**src/rtl/id_hazard_ctrl_if.sv**
```systemverilog
// Decode-to-hazard-control bundle: decoded operands in, issue/flush/forward controls out.
// Latency: none; plain wires grouped for port tidiness.
// Backpressure: id_ready_go low holds the decode instruction in place.
interface id_hazard_ctrl_if;
    logic        id_valid;
    logic [4:0]  id_rj;
    logic        id_rj_used;
    logic [4:0]  id_rkd;
    logic        id_rkd_used;
    logic [4:0]  id_dest;
    logic        id_rf_we;
    logic        id_is_load;
    logic        id_br_taken;
    logic        id_ready_go;
    logic        ex_valid_in;
    logic        if_flush;
    logic [1:0]  fwd_sel_rj;
    logic [1:0]  fwd_sel_rkd;
    logic [31:0] stall_cnt;

    modport master (
        output id_valid, id_rj, id_rj_used, id_rkd, id_rkd_used,
               id_dest, id_rf_we, id_is_load, id_br_taken,
        input  id_ready_go, ex_valid_in, if_flush, fwd_sel_rj, fwd_sel_rkd, stall_cnt
    );

    modport slave (
        input  id_valid, id_rj, id_rj_used, id_rkd, id_rkd_used,
               id_dest, id_rf_we, id_is_load, id_br_taken,
        output id_ready_go, ex_valid_in, if_flush, fwd_sel_rj, fwd_sel_rkd, stall_cnt
    );
endinterface

```
**src/rtl/id_hazard_ctrl.sv**
```systemverilog
// Decode-stage RAW hazard detection, operand forwarding select and branch flush (BYPASS_EN enables forwarding).
// Latency: combinational issue decision; hazard-free instructions issue in the cycle they are valid.
// Backpressure: a hazard drops id_ready_go and injects an execute bubble until the producer clears.
module id_hazard_ctrl #(
    // Reset value of the stall counter.
    parameter logic [31:0] CNT_INIT = 32'd0
) (
    input  logic           clk,
    input  logic           reset,
    id_hazard_ctrl_if.slave hz
);

    typedef struct packed {
        logic       valid;
        logic       we;
        logic [4:0] dest;
        logic       is_load;
    } trk_t;

    trk_t        ex_q;
    trk_t        mem_q;
    trk_t        wb_q;
    logic [31:0] cnt_q;

    logic rj_ex, rj_mem, rj_wb;
    logic rkd_ex, rkd_mem, rkd_wb;
    logic hazard;
    logic ready_go;
    logic issue;
    logic [1:0] sel_rj;
    logic [1:0] sel_rkd;

    // r0 is hardwired to zero, so it never matches a producer.
    function automatic logic src_hit(input trk_t e, input logic used, input logic [4:0] src);
        return used && (src != 5'd0) && e.valid && e.we && (e.dest == src);
    endfunction

`ifdef BYPASS_EN
    // Youngest producer wins: EX holds the most recent result.
    function automatic logic [1:0] pick(input logic at_ex, input logic at_mem, input logic at_wb);
        if (at_ex)       return 2'd1;
        else if (at_mem) return 2'd2;
        else if (at_wb)  return 2'd3;
        else             return 2'd0;
    endfunction
`endif

    // Match both sources against every tracked stage, then decide issue and forwarding.
    always_comb begin
        rj_ex   = src_hit(ex_q,  hz.id_rj_used,  hz.id_rj);
        rj_mem  = src_hit(mem_q, hz.id_rj_used,  hz.id_rj);
        rj_wb   = src_hit(wb_q,  hz.id_rj_used,  hz.id_rj);
        rkd_ex  = src_hit(ex_q,  hz.id_rkd_used, hz.id_rkd);
        rkd_mem = src_hit(mem_q, hz.id_rkd_used, hz.id_rkd);
        rkd_wb  = src_hit(wb_q,  hz.id_rkd_used, hz.id_rkd);
        hazard  = 1'b0;
        sel_rj  = 2'd0;
        sel_rkd = 2'd0;
`ifdef BYPASS_EN
        // Only a load still in EX cannot be forwarded yet.
        hazard = ex_q.is_load & (rj_ex | rkd_ex);
        if (hz.id_valid) begin
            sel_rj  = pick(rj_ex,  rj_mem,  rj_wb);
            sel_rkd = pick(rkd_ex, rkd_mem, rkd_wb);
        end
`else
        // Regfile write lands at the WB edge, so any in-flight producer blocks.
        hazard = rj_ex | rj_mem | rj_wb | rkd_ex | rkd_mem | rkd_wb;
`endif
        ready_go = ~hz.id_valid | ~hazard;
        issue    = hz.id_valid & ready_go;
    end

    assign hz.id_ready_go = ready_go;
    assign hz.ex_valid_in = issue;
    assign hz.if_flush    = issue & hz.id_br_taken;
    assign hz.fwd_sel_rj  = sel_rj;
    assign hz.fwd_sel_rkd = sel_rkd;
    assign hz.stall_cnt   = cnt_q;

    // Load/use flags of older stages only matter with forwarding enabled.
    logic unused_bits;
    assign unused_bits = ^{mem_q.is_load, wb_q.is_load, ex_q.is_load};

    // Shift the producer tracker every cycle; a stall enters EX as a bubble.
    always_ff @(posedge clk) begin
        if (reset) begin
            ex_q  <= '0;
            mem_q <= '0;
            wb_q  <= '0;
        end else begin
            ex_q  <= '{valid: issue, we: hz.id_rf_we, dest: hz.id_dest, is_load: hz.id_is_load};
            mem_q <= ex_q;
            wb_q  <= mem_q;
        end
    end

    // Saturating count of cycles a valid decode instruction was held back.
    always_ff @(posedge clk) begin
        if (reset) begin
            cnt_q <= CNT_INIT;
        end else if (hz.id_valid && !ready_go && (cnt_q != 32'hFFFF_FFFF)) begin
            cnt_q <= cnt_q + 32'd1;
        end
    end

endmodule
```
**src/flat_wrapper.sv**
```systemverilog
// flat-port wrapper written by rule: the top's interface ports become plain ports
module id_hazard_ctrl_flat 
#(
                                        
    parameter logic [31:0] CNT_INIT = 32'd0
)
  (clk, reset, hz_id_valid, hz_id_rj, hz_id_rj_used, hz_id_rkd, hz_id_rkd_used, hz_id_dest, hz_id_rf_we, hz_id_is_load, hz_id_br_taken, hz_id_ready_go, hz_ex_valid_in, hz_if_flush, hz_fwd_sel_rj, hz_fwd_sel_rkd, hz_stall_cnt);
  id_hazard_ctrl_if hz_i ();
  input  logic clk;
  input  logic reset;
  input wire logic [$bits(hz_i.id_valid)-1:0] hz_id_valid;
  input wire logic [$bits(hz_i.id_rj)-1:0] hz_id_rj;
  input wire logic [$bits(hz_i.id_rj_used)-1:0] hz_id_rj_used;
  input wire logic [$bits(hz_i.id_rkd)-1:0] hz_id_rkd;
  input wire logic [$bits(hz_i.id_rkd_used)-1:0] hz_id_rkd_used;
  input wire logic [$bits(hz_i.id_dest)-1:0] hz_id_dest;
  input wire logic [$bits(hz_i.id_rf_we)-1:0] hz_id_rf_we;
  input wire logic [$bits(hz_i.id_is_load)-1:0] hz_id_is_load;
  input wire logic [$bits(hz_i.id_br_taken)-1:0] hz_id_br_taken;
  output wire logic [$bits(hz_i.id_ready_go)-1:0] hz_id_ready_go;
  output wire logic [$bits(hz_i.ex_valid_in)-1:0] hz_ex_valid_in;
  output wire logic [$bits(hz_i.if_flush)-1:0] hz_if_flush;
  output wire logic [$bits(hz_i.fwd_sel_rj)-1:0] hz_fwd_sel_rj;
  output wire logic [$bits(hz_i.fwd_sel_rkd)-1:0] hz_fwd_sel_rkd;
  output wire logic [$bits(hz_i.stall_cnt)-1:0] hz_stall_cnt;
  assign hz_i.id_valid = hz_id_valid;
  assign hz_i.id_rj = hz_id_rj;
  assign hz_i.id_rj_used = hz_id_rj_used;
  assign hz_i.id_rkd = hz_id_rkd;
  assign hz_i.id_rkd_used = hz_id_rkd_used;
  assign hz_i.id_dest = hz_id_dest;
  assign hz_i.id_rf_we = hz_id_rf_we;
  assign hz_i.id_is_load = hz_id_is_load;
  assign hz_i.id_br_taken = hz_id_br_taken;
  assign hz_id_ready_go = hz_i.id_ready_go;
  assign hz_ex_valid_in = hz_i.ex_valid_in;
  assign hz_if_flush = hz_i.if_flush;
  assign hz_fwd_sel_rj = hz_i.fwd_sel_rj;
  assign hz_fwd_sel_rkd = hz_i.fwd_sel_rkd;
  assign hz_stall_cnt = hz_i.stall_cnt;
  id_hazard_ctrl #(.CNT_INIT(CNT_INIT)) u_core (.clk(clk), .reset(reset), .hz(hz_i));
endmodule
```
**config.mk**
```make
export PLATFORM = sky130hd
export DESIGN_NAME = id_hazard_ctrl_flat
export DESIGN_NICKNAME = d
export VERILOG_FILES = /design/src/rtl/id_hazard_ctrl_if.sv /design/src/rtl/id_hazard_ctrl.sv /design/src/flat_wrapper.sv
export SDC_FILE = /design/constraint.sdc
export NUM_CORES = 1
export LEC_CHECK = 0
export ABC_CLOCK_PERIOD_IN_PS = 6500
export BUFFER_PORTS_ARGS = -buffer_cell sky130_fd_sc_hd__buf_4
export CAP_MARGIN = 10
export CORE_ASPECT_RATIO = 1.5
export CORE_MARGIN = 4
export CORE_UTILIZATION = 40
export CTS_CLUSTER_DIAMETER = 120
export CTS_CLUSTER_SIZE = 16
export DETAILED_ROUTE_END_ITERATION = 6
export HOLD_SLACK_MARGIN = 0.1
export RECOVER_POWER = 100
export SLEW_MARGIN = 40
export SYNTH_ARGS = -nofsm -noshare
export SYNTH_HDL_FRONTEND = slang
export SYNTH_SLANG_ARGS = --single-unit
```
**constraint.sdc**
```tcl
create_clock -name clk -period 6.5 [get_ports clk]
set_input_delay 0.975 -clock clk [delete_from_list [all_inputs] [get_ports clk]]
set_output_delay 0.975 -clock clk [all_outputs]
set_load 0.02 [all_outputs]
```
# Yosys cells after proc, flatten, opt, wreduce, memory -nomap -nowiden
# Index checks and enable logic that the tools add are counted.
# op_classes
add_sub_neg	1
n_eq_ne	7
bitwise	10
reduce_logical	25
# op_table
operator	n
32-bit by 1-bit adder with 32-bit output (second input constant)	1
32-bit != test (second input constant)	1
5-bit == test	6
1-bit logical AND	22
5-bit nonzero test	2
1-bit bitwise OR	6
1-bit bitwise AND	2
1-bit inverter	2
1-bit logical NOT	1
# word_totals
ff_bits	53
in_bits	23

# Longest topological paths before layout
# depth
ltp_word	15
depth_mapped	12
mapped_depth_nobuf	10

# Worst setup path after synthesis
# Ideal clock, no wire load.
# synth_timing
path_type	in2out
from	in hz_id_rkd[0]
to	out hz_id_ready_go
arrival_ns	2.489
t_required_ns	5.525
slack_ns	3.036
stages	8
n_path_buf	2
cell_sequence	or4_1 -> o21ai_0 -> a31oi_2 -> nor2_2 -> nor2_4 -> inv_2 -> buf_2 -> buf_2
# synth_between
elab_chain_cells	10
elab_cells_between_ends	19
cone_classes	eq/ne (3); bitwise (5); reduce/logical (11)
# synth_rtl
item	line	text
start, declared	flat_wrapper.sv:14	input wire logic [$bits(hz_i.id_rkd)-1:0] hz_id_rkd;
5-bit nonzero test	id_hazard_ctrl.sv:35	return used && (src != 5'd0) && e.valid && e.we && (e.dest == src);
1-bit logical AND (4 in series)	id_hazard_ctrl.sv:35	
1-bit bitwise OR (2 in series)	id_hazard_ctrl.sv:68	hazard = rj_ex | rj_mem | rj_wb | rkd_ex | rkd_mem | rkd_wb;
1-bit bitwise OR *	id_hazard_ctrl.sv:68	
1-bit inverter *	id_hazard_ctrl.sv:70	ready_go = ~hz.id_valid | ~hazard;
1-bit bitwise OR *	id_hazard_ctrl.sv:70	
end, declared	flat_wrapper.sv:20	output wire logic [$bits(hz_i.id_ready_go)-1:0] hz_id_ready_go;
# Every way passes the cells marked *; elsewhere a longest branch is shown, timed or not.

# Worst setup path after layout
# layout_timing
from	in hz_id_rkd[2]
to	reg u_core.cnt_q[29] (netlist: u_core.hz.stall_cnt[29])
# layout_between
elab_chain_cells	13
elab_cells_between_ends	22
cone_classes	eq/ne (3); bitwise (5); reduce/logical (14)
# layout_rtl
item	line	text
5-bit nonzero test	id_hazard_ctrl.sv:35	
1-bit logical AND (4 in series)	id_hazard_ctrl.sv:35	
1-bit bitwise OR (2 in series)	id_hazard_ctrl.sv:68	
1-bit bitwise OR *	id_hazard_ctrl.sv:68	
1-bit inverter *	id_hazard_ctrl.sv:70	
1-bit bitwise OR *	id_hazard_ctrl.sv:70	
1-bit logical NOT *	id_hazard_ctrl.sv:102	end else if (hz.id_valid && !ready_go && (cnt_q != 32'hFFFF_FFFF)) begin
1-bit logical AND * (2 in series)	id_hazard_ctrl.sv:102	
end signal, assigned	id_hazard_ctrl.sv:103	cnt_q <= cnt_q + 32'd1;
end, declared	id_hazard_ctrl.sv:23	logic [31:0] cnt_q;
# Marked as above.
# A chain may end at the register's enable or synchronous reset.

==> impl_metrics.json <==
{
  "status": "complete, but fails checks",
  "violations": "max-capacitance violations, max-slew violations",
  "ir_drop_mv": 0.1653,
  "synthMuxAreaShare_pct": 5.146,
  "insertion_delay_ps": 300,
  "met2_usage_pct": 27.87,
  "worstSetupPathType": "in -> reg",
  "grt_usage_pct": 15.45,
  "maxCapViolCount": 1,
  "yosys.area_share.xor_xnor_pct": 12.98,
  "crit_path_start": "hz_id_rkd[2]",
  "final-seq-area_mm2": 0.001061,
  "die_x_um": 75.07,
  "ctsResizeCount": 0,
  "final_antenna_net_count": 0,
  "hold_ws_ps": 501.8,
  "dpl.hpwl_um": 4557,
  "synth_cell_types": 46,
  "grt_pass1_wl_um": 9825,
  "synth_top_family_by_area": "simple AND/OR/NAND/NOR gates",
  "antenna_cells": 0,
  "cts-root-buf": "clkbuf_8",
  "drt_first_pass_iters": 4,
  "antenna_found_initial": 0,
  "p_leak_nw": 1.150,
  "post_drt_wl_per_cell_um": 14.15,
  "path_clk_slew_ps": 90,
  "rsz0062_at_grt": "false",
  "start_util_pct": 41.32,
  "cts_tree": "yes",
  "cts_max_level": 2,
  "ios": 62,
  "place_congestion": 0.8388,
  "period_needed_ps": 4499,
  "crit_required_ps": 6680,
  "synth_edf_count": 0,
  "core_area_mm2": 0.006531,
  "p_sw_mw": 0.1290,
  "rows": 36,
  "grt_start_max_net_pins": 66,
  "synth_cells": 296,
  "critPathMaxFanout": 21,
  "ys.flop_type": "dfxtp_1",
  "netSwitchingFraction_pct": 22.85,
  "p_comb_share_pct": 8.1,
  "globalRouteOverflowTotal": 0,
  "drc_errors": 0,
  "fin_tns_setup_ps": 0,
  "fin_crit_sh_pct": 69.22,
  "setup_viol_count_final": 0,
  "hold_violations": 0,
  "arrival_ps": 4680,
  "seq_area_frac_synth_pct": 39.31,
  "clock.fmax_mhz": 222.3,
  "synth_simple_gate_area_share_pct": 31.11,
  "worstMarginPinSlew_ps": 2747,
  "multiInputGateArea_mm2": 0.001513,
  "fin_nets": 373,
  "gr-usage-met1_pct": 16.96,
  "synth_compound_area_share_pct": 7.140,
  "wl_um": 6013,
  "busiest_layer": "met2",
  "synth.avg_cell_area_um2": 9.118,
  "pwr-share-seq_pct": 59.3,
  "nFillCells": 700,
  "cellPowerDensity_mw_per_mm2": 184.3,
  "drtIter0Drc": 91,
  "clock-sinks": 53,
  "drive_above_1_share_pct": 11.75,
  "via_per_inst": 5.271,
  "maxSlewViolCount": 66,
  "hp-class": "reg -> reg",
  "numPortBuffers": 56,
  "die-area_mm2": 0.008152,
  "synth_async_sr_flop_share_pct": 0,
  "syn_area_mm2": 0.002699,
  "grt_pass1_vias": 2141,
  "yosys_warnings": 0,
  "synth_fa_ha_area_share_pct": 0.4636,
  "clkPwrFrac_pct": 32.6,
  "die_y_um": 108.6,
  "internal-power_mw": 0.4354,
  "post_cts_buffers": 0,
  "yosys_register_bits": 53,
  "worstSetupEndpointType": "flop",
  "start_kind": "input pin",
  "min_from": "u_core.mem_q[7]$_SDFF_PP0_",
  "skew_ps": 3.443,
  "grt_use_met3_pct": 2.791,
  "numCtsBuffers": 5,
  "areaGrowthSynthToFinish_pct": 13.49,
  "num_vias": 2240,
  "relSlewSlack_pct": -83.15,
  "regToRegStartpoint": "u_core.mem_q[3]$_SDFF_PP0_",
  "clock_path_buffers": 2,
  "holdBufCountCts": 0
}
## layer usage
| layer | share of wire [%] | vias to the layer above | wire [um] |
|---|---|---|---|
| met5 | 0 | - | 0 |
| met4 | 3.0 | 0 | 181 |
| met3 | 5.8 | 15 | 351 |
| met2 | 52 | 56 | 3156 |
| met1 | 39 | 1040 | 2324 |
| li1 | - | 1129 | - |
## placed cells by master (no fill, tap or decap), types with 4 or more instances in the layout
master,n
clkbuf_1,39
nand2_1,6
clkbuf_8,6
inv_1,6
and3_1,10
nor2_1,28
or3_1,4
nand3_1,16
xnor2_1,15
nor4_1,9
a21oi_1,10
dfxtp_1,53
xor2_1,25
and4_1,4
mux2_2,7
nor2b_1,33
buf_4,19
conb_1,4
nor3_1,6
nand4_1,11
o21ai_0,8
## critical path, stage by stage
cell	delay, ps
clkbuf_1	240
xor2_1	120
nor4_1	410
nand4_1	170
a31oi_1	300
nor2_1	150
nor2_4	100
inv_1	250
nor4_1	1010
clkbuf_1	470
nand3_1	150
mux2_1	340
## state kept, by name (all words and copies together), names as in the netlist
register	cells
u_core.ex_q	7
u_core.mem_q	7
u_core.wb_q	7
u_core.hz.stall_cnt	32
## worst paths after layout
kind                            depth (start not counted)  slack [ps]                                   end
worst max-delay path                                   12        2000  u_core.hz.stall_cnt[29]$_SDFFE_PP0P_
worst min-delay path                                    1         500             u_core.wb_q[7]$_SDFF_PP0_
worst max register to register                         11        2520  u_core.hz.stall_cnt[29]$_SDFFE_PP0P_
worst min register to register                          1         500             u_core.wb_q[7]$_SDFF_PP0_
## power groups by stage
stage	Clock (mW)	Sequential, mW	Combinational [mW]
3_3_place_gp	0	0.342	0.0457
5_1_grt	0.203	0.336	0.0513
6_report	0.184	0.335	0.0455
3_5_place_dp	0	0.342	0.0466
2_1_floorplan	0	0.341	0.0290
4_1_cts	0.195	0.335	0.0467
## kinds of logic (layout without fill, tap and decap cells)
logic type	count (synthesis)	in the layout
AND/OR/NAND/NOR	141	141
flip-flops	53	53
XOR/XNOR	40	40
AO/OA/AOI/OAI	29	29
buffers and inverters	20	70
multiplexers	11	11
adder cells (fa/ha/maj)	1	1
other	1	4
## stage by stage
stage | worst slack [ps] | util, % | cells | power, mW | area [um2]
after detailed placement | 2661 | 48.45 | 418 | 0.3891 | 3164
final | 2001 | 46.90 | 425 | 0.5644 | 3063
after global placement | 2430 | 48.20 | 417 | 0.3880 | 3148
after floorplan | 3036 | - | 299 | 0.3699 | 2710
after global routing | 1524 | 46.90 | 425 | 0.5900 | 3063
after CTS | 2676 | 49.77 | 425 | 0.5763 | 3251
## cells in the mapped netlist (2+ instances only)
master	number	area share, %
nand2_1	6	0.83
nand3_2	2	0.74
nor4_1	8	1.9
mux2_2	7	2.9
inv_1	5	0.70
and2_1	2	0.46
a311oi_1	2	0.65
xor2_1	25	8.1
nor2_1	27	3.8
clkbuf_1	7	0.97
nand3b_1	2	0.56
nor2b_1	33	7.6
nor4_2	2	0.93
a21bo_2	2	0.74
mux2_4	4	2.2
nand4_1	11	2.5
dfxtp_1	53	39
or4_1	2	0.56
buf_2	2	0.37
or3_1	4	0.93
o21ai_0	8	1.5
nand3_1	15	2.8
nor3_1	5	0.93
and3_1	10	2.3
and4_1	4	1.3
a31oi_2	2	0.93
a21oi_1	10	1.9
buf_4	4	1.1
xnor2_1	15	4.9
## area by class of cell
class                      count  share of cell area, %
timing repair buffer          57                  9.314
sequential                    53                  34.64
tap                           76                  3.105
inverter                       6                 0.7353
multi-input combinational    226                  49.39
clock buffer                   7                  2.819
(Power assumes the default switching activity.)
